==> config.mk <==
export PLATFORM = sky130hd
export DESIGN_NAME = pgr_fft_in
export DESIGN_NICKNAME = d
export VERILOG_FILES = /design/src/rtl/pgr_fft_pkg.sv /design/src/rtl/pgr_fft_in.sv
export SDC_FILE = /design/constraint.sdc
export NUM_CORES = 1
export LEC_CHECK = 0
export BUFFER_PORTS_ARGS = -buffer_cell sky130_fd_sc_hd__buf_4
export CAP_MARGIN = 20
export CORE_ASPECT_RATIO = 1.5
export CORE_MARGIN = 3
export CORE_UTILIZATION = 45
export CTS_CLUSTER_DIAMETER = 50
export CTS_CLUSTER_SIZE = 14
export DETAILED_ROUTE_END_ITERATION = 10
export HOLD_SLACK_MARGIN = 0.06
export PLACE_DENSITY = 0.66
export RECOVER_POWER = 50
export SLEW_MARGIN = 20
export SYNTH_ARGS = -nofsm -noshare
export SYNTH_HDL_FRONTEND = slang
export SYNTH_SLANG_ARGS = --single-unit
==> constraint.sdc <==
create_clock -name clk -period 5.8 [get_ports clk]
set_clock_uncertainty 0.2 [all_clocks]
set_input_delay 0 -clock clk [delete_from_list [all_inputs] [get_ports clk]]
set_output_delay 0 -clock clk [all_outputs]
set_load 0.02 [all_outputs]
==> src/rtl/pgr_fft_pkg.sv <==
`default_nettype none
// ============================================================================
// Module   : pgr_fft_pkg
// Brief    : Shared FSM encoding and parameter checks for the FFT in/out streamers
// Revision : 1.0 - initial release
// ============================================================================
package pgr_fft_pkg;

    localparam int          c_state_w  = 3;
    localparam logic [2:0]  c_st_idle  = 3'd0;
    localparam logic [2:0]  c_st_fill  = 3'd1;
    localparam logic [2:0]  c_st_pad   = 3'd2;
    localparam logic [2:0]  c_st_drain = 3'd3;
    localparam logic [2:0]  c_st_start = 3'd4;
    localparam logic [2:0]  c_st_wait  = 3'd5;

    typedef enum logic [c_state_w-1:0] {
        ST_IDLE  = c_st_idle,
        ST_FILL  = c_st_fill,
        ST_PAD   = c_st_pad,
        ST_DRAIN = c_st_drain,
        ST_START = c_st_start,
        ST_WAIT  = c_st_wait
    } fft_state_t;

    // dft_length must be wide enough to express N-1 for the largest bank.
    function automatic bit widths_consistent(input int len_w, input int addr_w);
        return len_w >= addr_w + 1;
    endfunction

endpackage
`default_nettype wire

==> src/rtl/pgr_fft_in.sv <==
`default_nettype none
// ============================================================================
// Module   : pgr_fft_in
// Brief    : AXI-stream frame input stage; packs sample pairs into A/B banks
// Revision : 1.0 - initial release
// ============================================================================
module pgr_fft_in #(
    parameter int LEN_WIDTH  = 10,
    parameter int DATA_WIDTH = 36,
    parameter int ADDR_WIDTH = 9
) (
    input  logic                  clk,
    input  logic                  rst_n,
    input  logic [LEN_WIDTH-1:0]  dft_length,
    input  logic [DATA_WIDTH-1:0] s_axi_data,
    input  logic                  s_axi_valid,
    input  logic                  s_axi_last,
    output logic                  s_axi_ready,
    output logic                  o_wr_enable,
    output logic [ADDR_WIDTH-1:0] o_wr_addr,
    output logic [DATA_WIDTH-1:0] oa_wr_data,
    output logic [DATA_WIDTH-1:0] ob_wr_data,
    output logic                  fft_start,
    input  logic                  fft_cdone,
    output logic                  tlast_err
);
    import pgr_fft_pkg::*;

    if (!widths_consistent(LEN_WIDTH, ADDR_WIDTH)) begin : g_param_check
        $error("pgr_fft_in: LEN_WIDTH must be at least ADDR_WIDTH+1");
    end

    if (LEN_WIDTH > ADDR_WIDTH + 1) begin : g_len_upper
        logic w_unused_len_upper;
        assign w_unused_len_upper = ^dft_length[LEN_WIDTH-1:ADDR_WIDTH+1];
    end

    fft_state_t            r_state,     w_state_next;
    logic [ADDR_WIDTH:0]   r_cnt,       w_cnt_next;
    logic [ADDR_WIDTH:0]   r_len,       w_len_next;
    logic [ADDR_WIDTH-1:0] r_pad_addr,  w_pad_addr_next;
    logic [DATA_WIDTH-1:0] r_even,      w_even_next;
    logic                  r_ready,     w_ready_next;
    logic                  r_wr_enable, w_wr_enable_next;
    logic [ADDR_WIDTH-1:0] r_wr_addr,   w_wr_addr_next;
    logic [DATA_WIDTH-1:0] r_wr_a,      w_wr_a_next;
    logic [DATA_WIDTH-1:0] r_wr_b,      w_wr_b_next;
    logic                  r_tlast_err, w_tlast_err_next;
    logic                  w_hs;

    assign w_hs = s_axi_valid & r_ready;

    always_ff @(posedge clk or negedge rst_n) begin
        if (!rst_n) begin
            r_state     <= ST_IDLE;
            r_cnt       <= '0;
            r_len       <= '0;
            r_pad_addr  <= '0;
            r_even      <= '0;
            r_ready     <= 1'b0;
            r_wr_enable <= 1'b0;
            r_wr_addr   <= '0;
            r_wr_a      <= '0;
            r_wr_b      <= '0;
            r_tlast_err <= 1'b0;
        end else begin
            r_state     <= w_state_next;
            r_cnt       <= w_cnt_next;
            r_len       <= w_len_next;
            r_pad_addr  <= w_pad_addr_next;
            r_even      <= w_even_next;
            r_ready     <= w_ready_next;
            r_wr_enable <= w_wr_enable_next;
            r_wr_addr   <= w_wr_addr_next;
            r_wr_a      <= w_wr_a_next;
            r_wr_b      <= w_wr_b_next;
            r_tlast_err <= w_tlast_err_next;
        end
    end

    always_comb begin
        w_state_next     = r_state;
        w_cnt_next       = r_cnt;
        w_len_next       = r_len;
        w_pad_addr_next  = r_pad_addr;
        w_even_next      = r_even;
        w_wr_enable_next = 1'b0;
        w_wr_addr_next   = r_wr_addr;
        w_wr_a_next      = r_wr_a;
        w_wr_b_next      = r_wr_b;
        w_tlast_err_next = 1'b0;

        case (r_state)
            ST_IDLE: begin
                w_len_next   = dft_length[ADDR_WIDTH:0];
                w_cnt_next   = '0;
                w_state_next = ST_FILL;
            end
            ST_FILL: begin
                if (w_hs) begin
                    w_cnt_next = r_cnt + 1'b1;
                    if (!r_cnt[0]) begin
                        w_even_next = s_axi_data;
                    end else begin
                        w_wr_enable_next = 1'b1;
                        w_wr_addr_next   = r_cnt[ADDR_WIDTH:1];
                        w_wr_a_next      = r_even;
                        w_wr_b_next      = s_axi_data;
                    end
                    if (r_cnt == r_len) begin
                        if (s_axi_last) begin
                            w_state_next = ST_START;
                        end else begin
                            w_tlast_err_next = 1'b1;
                            w_state_next     = ST_DRAIN;
                        end
                    end else if (s_axi_last) begin
                        // Early end: close the current pair, then zero-fill the rest.
                        w_tlast_err_next = 1'b1;
                        if (!r_cnt[0]) begin
                            w_wr_enable_next = 1'b1;
                            w_wr_addr_next   = r_cnt[ADDR_WIDTH:1];
                            w_wr_a_next      = s_axi_data;
                            w_wr_b_next      = '0;
                        end
                        w_pad_addr_next = r_cnt[ADDR_WIDTH:1] + 1'b1;
                        if (r_cnt[ADDR_WIDTH:1] == r_len[ADDR_WIDTH:1]) begin
                            w_state_next = ST_START;
                        end else begin
                            w_state_next = ST_PAD;
                        end
                    end
                end
            end
            ST_PAD: begin
                w_wr_enable_next = 1'b1;
                w_wr_addr_next   = r_pad_addr;
                w_wr_a_next      = '0;
                w_wr_b_next      = '0;
                if (r_pad_addr == r_len[ADDR_WIDTH:1]) begin
                    w_state_next = ST_START;
                end else begin
                    w_pad_addr_next = r_pad_addr + 1'b1;
                end
            end
            ST_DRAIN: begin
                if (w_hs && s_axi_last) begin
                    w_state_next = ST_START;
                end
            end
            ST_START: begin
                // Hold until the final write has left the output register.
                if (!r_wr_enable) begin
                    w_state_next = ST_WAIT;
                end
            end
            ST_WAIT: begin
                if (fft_cdone) begin
                    w_state_next = ST_IDLE;
                end
            end
            default: begin
                w_state_next = ST_IDLE;
            end
        endcase

        w_ready_next = (w_state_next == ST_FILL) || (w_state_next == ST_DRAIN);
    end

    assign s_axi_ready = r_ready;
    assign o_wr_enable = r_wr_enable;
    assign o_wr_addr   = r_wr_addr;
    assign oa_wr_data  = r_wr_a;
    assign ob_wr_data  = r_wr_b;
    assign tlast_err   = r_tlast_err;
    assign fft_start   = (r_state == ST_START) && !r_wr_enable;

endmodule
`default_nettype wire

# After elaboration in Yosys (flattened, before gate mapping)
# Index checks and enable logic that the tools add are counted.
# W data, S select, Z words.
# op_classes
n_mux	46
n_bitwise	2
reduce_logical	11
n_addsub	3
eq_ne	14
# op_table
cell	n
$mux W36	10
$pmux W36 S2	2
$mux W9	9
$pmux W9 S2	2
$mux W3	9
$pmux W10 S2	1
$add A9 B1 Y9 const B	2
$eq A9 B9 Y1	2
$pmux W3 S6	1
$add A10 B1 Y10 const B	1
$eq A10 B10 Y1	1
$mux W1	10
$mux W10	1
$eq A3 B2 Y1 const B	3
$ne A2 B2 Y1 const B	4
$eq A3 B1 Y1 const B	2
$eq A3 B3 Y1 const B	2
$reduce_and A5 Y1	1
$reduce_and A2 Y1	2
$reduce_bool A2 Y1	2
$logic_not A3 Y1	1
$reduce_and A3 Y1	1
$logic_and A1 B1 Y1	2
$pmux W1 S2	1
4 further kinds	4
# totals
regBits	152

# Longest topological paths before layout
# depth
depth_word	8
depth_mapped	15
depth_no_buf	10

# Least setup slack after synthesis
# OpenSTA, ideal clock, no wires.
# synth_path
path_kind	reg-to-reg
start	register r_state[1]
end	register r_pad_addr[8]
required_time_ps	5479
path_buffers	5
arrival_ps	2525
synth_period_minus_slack_ps	2846
stages_incl_launch_ff	14
setup_slack_ps	2954
path_cell_list	dfrtp_1 > buf_1 > and2_1 > buf_2 > clkbuf_1 > buf_1 > nand2_1 > nand2_1 > ha_1 > clkbuf_1 > a31oi_1 > a21oi_1 > o21ai_0 > a22o_1
# synth_between
elab_chain_cells	3
elab_cells_between_ends	9
cone_classes	eq/ne: 6; mux: 1; reduce/logical: 2
# synth_rtl
item	line_no	text
start, declared	pgr_fft_in.sv:38	fft_state_t r_state, w_state_next;
start signal, assigned	pgr_fft_in.sv:67	r_state <= w_state_next;
$eq A3 B2 Y1 or $eq A3 B1 Y1 (tied branches)	pgr_fft_in.sv:93	case (r_state)
$ne A2 B2 Y1 (no line) or $reduce_bool A2 Y1 (tied branches)	n/a	
$reduce_and A5 Y1 (no line)	n/a	
end signal, assigned	pgr_fft_in.sv:70	r_pad_addr <= w_pad_addr_next;
end, declared	pgr_fft_in.sv:41	logic [ADDR_WIDTH-1:0] r_pad_addr, w_pad_addr_next;
# Parallel ways exist; a longest one is shown, timed or not.
# A chain may end at the register's enable or synchronous reset.

==> impl_metrics.json <==
{
  "worst-endpoint-arrival_ps": 3580,
  "first_pass_grt_wire_length_mm": 32.2,
  "die_y_um": 160,
  "share_of_the_synthesized_area_in_compound_gates_ao_oa_aoi_oai_pct": 19.8,
  "place_ws_ps": 2230,
  "synth.avg_cell_area_um2": 10.9,
  "hold_viol_final": 0,
  "ioPinCount": 136,
  "initial_utilization_pct": 46.4,
  "post_synth_fa_ha_maj_area_fraction_pct": 0.353,
  "failing_checks": "max-capacitance violations, max-slew violations",
  "synth.cell_area_mm2": 0.00709,
  "cts.path.max_buffers": 2,
  "vias_in_the_first_global_route": 6123,
  "fillers": 1337,
  "global_route.overflow_total": 0,
  "place_congestion": 0.889,
  "cts_tree": "built",
  "leakage_nw": 3.83,
  "cts-resized-gates": 0,
  "grt_use_total_pct": 23.6,
  "timing.slew.headroom_pct": -72.3,
  "critical_path.cell_chain": "dlygate4sd3_1 -> clkbuf_2 -> clkbuf_2",
  "power_frac_clock_pct": 21.9,
  "worst_ep_required_time_ps": 5860,
  "drt-pass1-iter-count": 5,
  "postSynthRegisterBits": 152,
  "timing.critical_path.buf_inv": 3,
  "wl_per_cell_um": 19.5,
  "cp_max_fo": 105,
  "drt-total-wl_mm": 19.9,
  "cts_made_buffers": 17,
  "synthDominantAreaCellType": "sky130_fd_sc_hd__dfrtp_1",
  "period_minus_slack_ps": 3520,
  "die_ar_mm2": 0.0173,
  "max_stage_delay_ps": 1820,
  "power.switching_mw": 2.10,
  "most_common_library_cell_in_the_layout_ignoring_fill_and_taps": "sky130_fd_sc_hd__dfrtp_1",
  "synth.area.mux_share_pct": 8.58,
  "criticalPathCategory": "in -> async",
  "grt_start_max_net_pins": 106,
  "critical_path.endpoint_type": "async pin",
  "num_vias": 5893,
  "reg2reg_slack_ps": 2600,
  "die_x_um": 108,
  "final_critical_path_setup_slack_ps": 2280,
  "depth_of_the_critical_timing_path_with_buffers_and_inverters_included": 3,
  "ys_warn_count": 0,
  "post_synth_xor_area_fraction_pct": 3.74,
  "max_slew_violation_total_from_the_final_report": 106,
  "remaining_drcs": 0,
  "cts_setup_buffers": 0,
  "hold_path.class": "in -> reg",
  "maxCapViolations": 1,
  "synth_seq_area_share_pct": 53.7,
  "synthCells": 649,
  "layout.nets": 862,
  "ys_top_cells_by_area": "sky130_fd_sc_hd__dfrtp_1 54%, sky130_fd_sc_hd__mux2_2 7.3%, sky130_fd_sc_hd__a22o_1 4.7%",
  "peakVddDrop_uv": 240,
  "pwr_density_cell_mw_per_mm2": 558,
  "finalSetupTns_ps": 0,
  "pwr-share-seq_pct": 38.8,
  "avgViaCountPerCell": 5.77,
  "antenna_found_initial": 0,
  "status": "finished with violations",
  "power.combinational.fraction_pct": 39.4,
  "layout-area-overhead-vs-synth_pct": 26.7,
  "synth_cell_type_count": 51,
  "synth.top_cell.area_share_pct": 53.7,
  "holdPathStages": 3,
  "power.share.switching_pct": 41.8,
  "io_buffer_count": 135,
  "drtAntennaViolNets": 0,
  "clock_latency_ps": 430,
  "diode_insertion_count_for_antenna_repair": 0,
  "post_route_cells_drive_above_1_share_pct": 19.1,
  "worst-r2r-cell-count": 9,
  "critPathLaunchType": "input port",
  "critical_path.most_common_cell": "sky130_fd_sc_hd__clkbuf_2",
  "post_synth_and_or_nand_nor_area_fraction_pct": 9.89,
  "grt_setup_unrepaired": "no",
  "initialDrtViolationCount": 290,
  "finalCritPeriodShare_pct": 60.7,
  "dpl.hpwl_mm": 13.3,
  "number_of_hold_repair_buffers_added_at_the_cts_stage": 50,
  "placement_rows": 55,
  "timing.final.setup_violations": 0,
  "layout_common_cells": "151 x sky130_fd_sc_hd__dfrtp_1, 84 x sky130_fd_sc_hd__clkbuf_1, 61 x sky130_fd_sc_hd__o21ai_0, 60 x sky130_fd_sc_hd__nor2_1, 56 x sky130_fd_sc_hd__buf_4",
  "timing_worst_slew_pin_value_ps": 2580,
  "worst_path_dominant_cell_family": "buffers and inverters",
  "cts.root.buffer_cell": "sky130_fd_sc_hd__clkbuf_16",
  "synth_top_family_by_area": "compound AO/OA/AOI/OAI gates",
  "numClockSinks": 152,
  "worst_path_max_delay_cell": "sky130_fd_sc_hd__clkbuf_2",
  "maxClockFrequency_ghz": 0.284,
  "clk_pin_slew_ps": 70,
  "cts_htree_levels": 4,
  "net_count_of_the_mapped_netlist": 702,
  "power.total_mw": 5.02,
  "intPower_mw": 2.92,
  "core_region_area_mm2": 0.0153
}
[cell type report]
cell class	count	area [um2]	area share (%)
clock buffers	18	439	4.89
clock inverters	14	149	1.66
inverters	6	22.5	0.251
multi-input cells	439	3040	33.9
flip-flops and latches	152	3800	42.4
well taps	199	249	2.77
repair buffers	193	1270	14.2
[kinds of logic (layout without fill, tap and decap cells)]
family,count (synthesis),count (layout)
compound gates,206,206
xor+xnor,26,26
fa+ha+maj,2,2
buf+inv,58,231
flops,152,152
mux,55,55
simple gates,150,150
[metal layers]
metal  vias up  wire (um)  global-route usage [%]
met4         0        552                    9.48
li1       2688          -                       -
met2       206      10500                    40.5
met3        42        942                    4.29
met5         -          0                       0
met1      2957       7840                    28.9
[worst register-to-register path, cell delays in order, from the launching register on]
cell	delay, ps
sky130_fd_sc_hd__dfrtp_1	570
sky130_fd_sc_hd__nor2_1	220
sky130_fd_sc_hd__and2_1	810
sky130_fd_sc_hd__nand2_1	150
sky130_fd_sc_hd__nand2_1	140
sky130_fd_sc_hd__ha_1	370
sky130_fd_sc_hd__a31oi_1	150
sky130_fd_sc_hd__a21oi_1	140
sky130_fd_sc_hd__o21ai_0	100
sky130_fd_sc_hd__a22o_1	250
[state kept, by name, indices dropped and copies added (netlist names)]
name and cells:
o_wr_addr 9, o_wr_enable 1, oa_wr_data 36, ob_wr_data 36, r_cnt 10, r_even 36
r_len 10, r_pad_addr 9, r_state 3, s_axi_ready 1, tlast_err 1
[cells in the mapped netlist, drive strengths merged]
library cell  instances
dfrtp               152
nor2                 62
o21ai                62
mux2                 46
a21oi                44
a22o                 38
nand2                33
buf                  26
clkbuf               26
o2bb2ai              24
nand3                15
xnor2                15
o221ai               13
xor2                 11
mux2i                 9
nor3                  8
and3                  7
a31oi                 6
inv                   6
nand4                 6
and2                  4
nor4                  4
a31o                  3
nand2b                3
o221a                 3
ha                    2
nor2b                 2
nor3b                 2
o21a                  2
o21bai                2
or3                   2
a21o                  1
a221oi                1
a22oi                 1
a32o                  1
a41o                  1
nor4b                 1
o211a                 1
o22a                  1
o22ai                 1
o41ai                 1
or4b                  1
[through the flow]
stage	instances	instance area [um2]	util, %	hold slack (ps)
after global routing	1021	8980	58.8	147
after global placement	938	8180	53.6	-15.4
final	1021	8980	58.8	149
after detailed placement	938	8190	53.6	-7.79
after CTS	1020	9280	60.7	109
after floorplan	649	7090	-	-496
[worst paths after layout]
| kind | start | end |
|---|---|---|
| setup / recovery | rst_n | r_cnt[0]$_DFFE_PN0P_ |
| hold / removal | dft_length[1] | r_len[1]$_DFFE_PN0P_ |
| setup reg to reg | r_state[2]$_DFF_PN0_ | r_pad_addr[8]$_DFFE_PN0P_ |
| hold reg to reg | oa_wr_data[2]$_DFFE_PN0P_ | oa_wr_data[2]$_DFFE_PN0P_ |
| max in group clk | r_state[2]$_DFF_PN0_ | r_pad_addr[8]$_DFFE_PN0P_ |
| min in group asynchronous | rst_n | r_len[7]$_DFFE_PN0P_ |
[power by group through the flow]
| stage | clock, mW | sequential (mW) | combinational (mW) |
|---|---|---|---|
| finish | 1.10 | 1.95 | 1.98 |
| global route | 1.16 | 2.01 | 2.16 |
| CTS | 1.11 | 1.95 | 2.20 |
| detailed placement | 0 | 1.96 | 2.16 |
| global placement | 0 | 1.94 | 2.09 |
| floorplan | 0 | 2.12 | 1.16 |
Note: power is estimated with default switching activity, not from simulation.
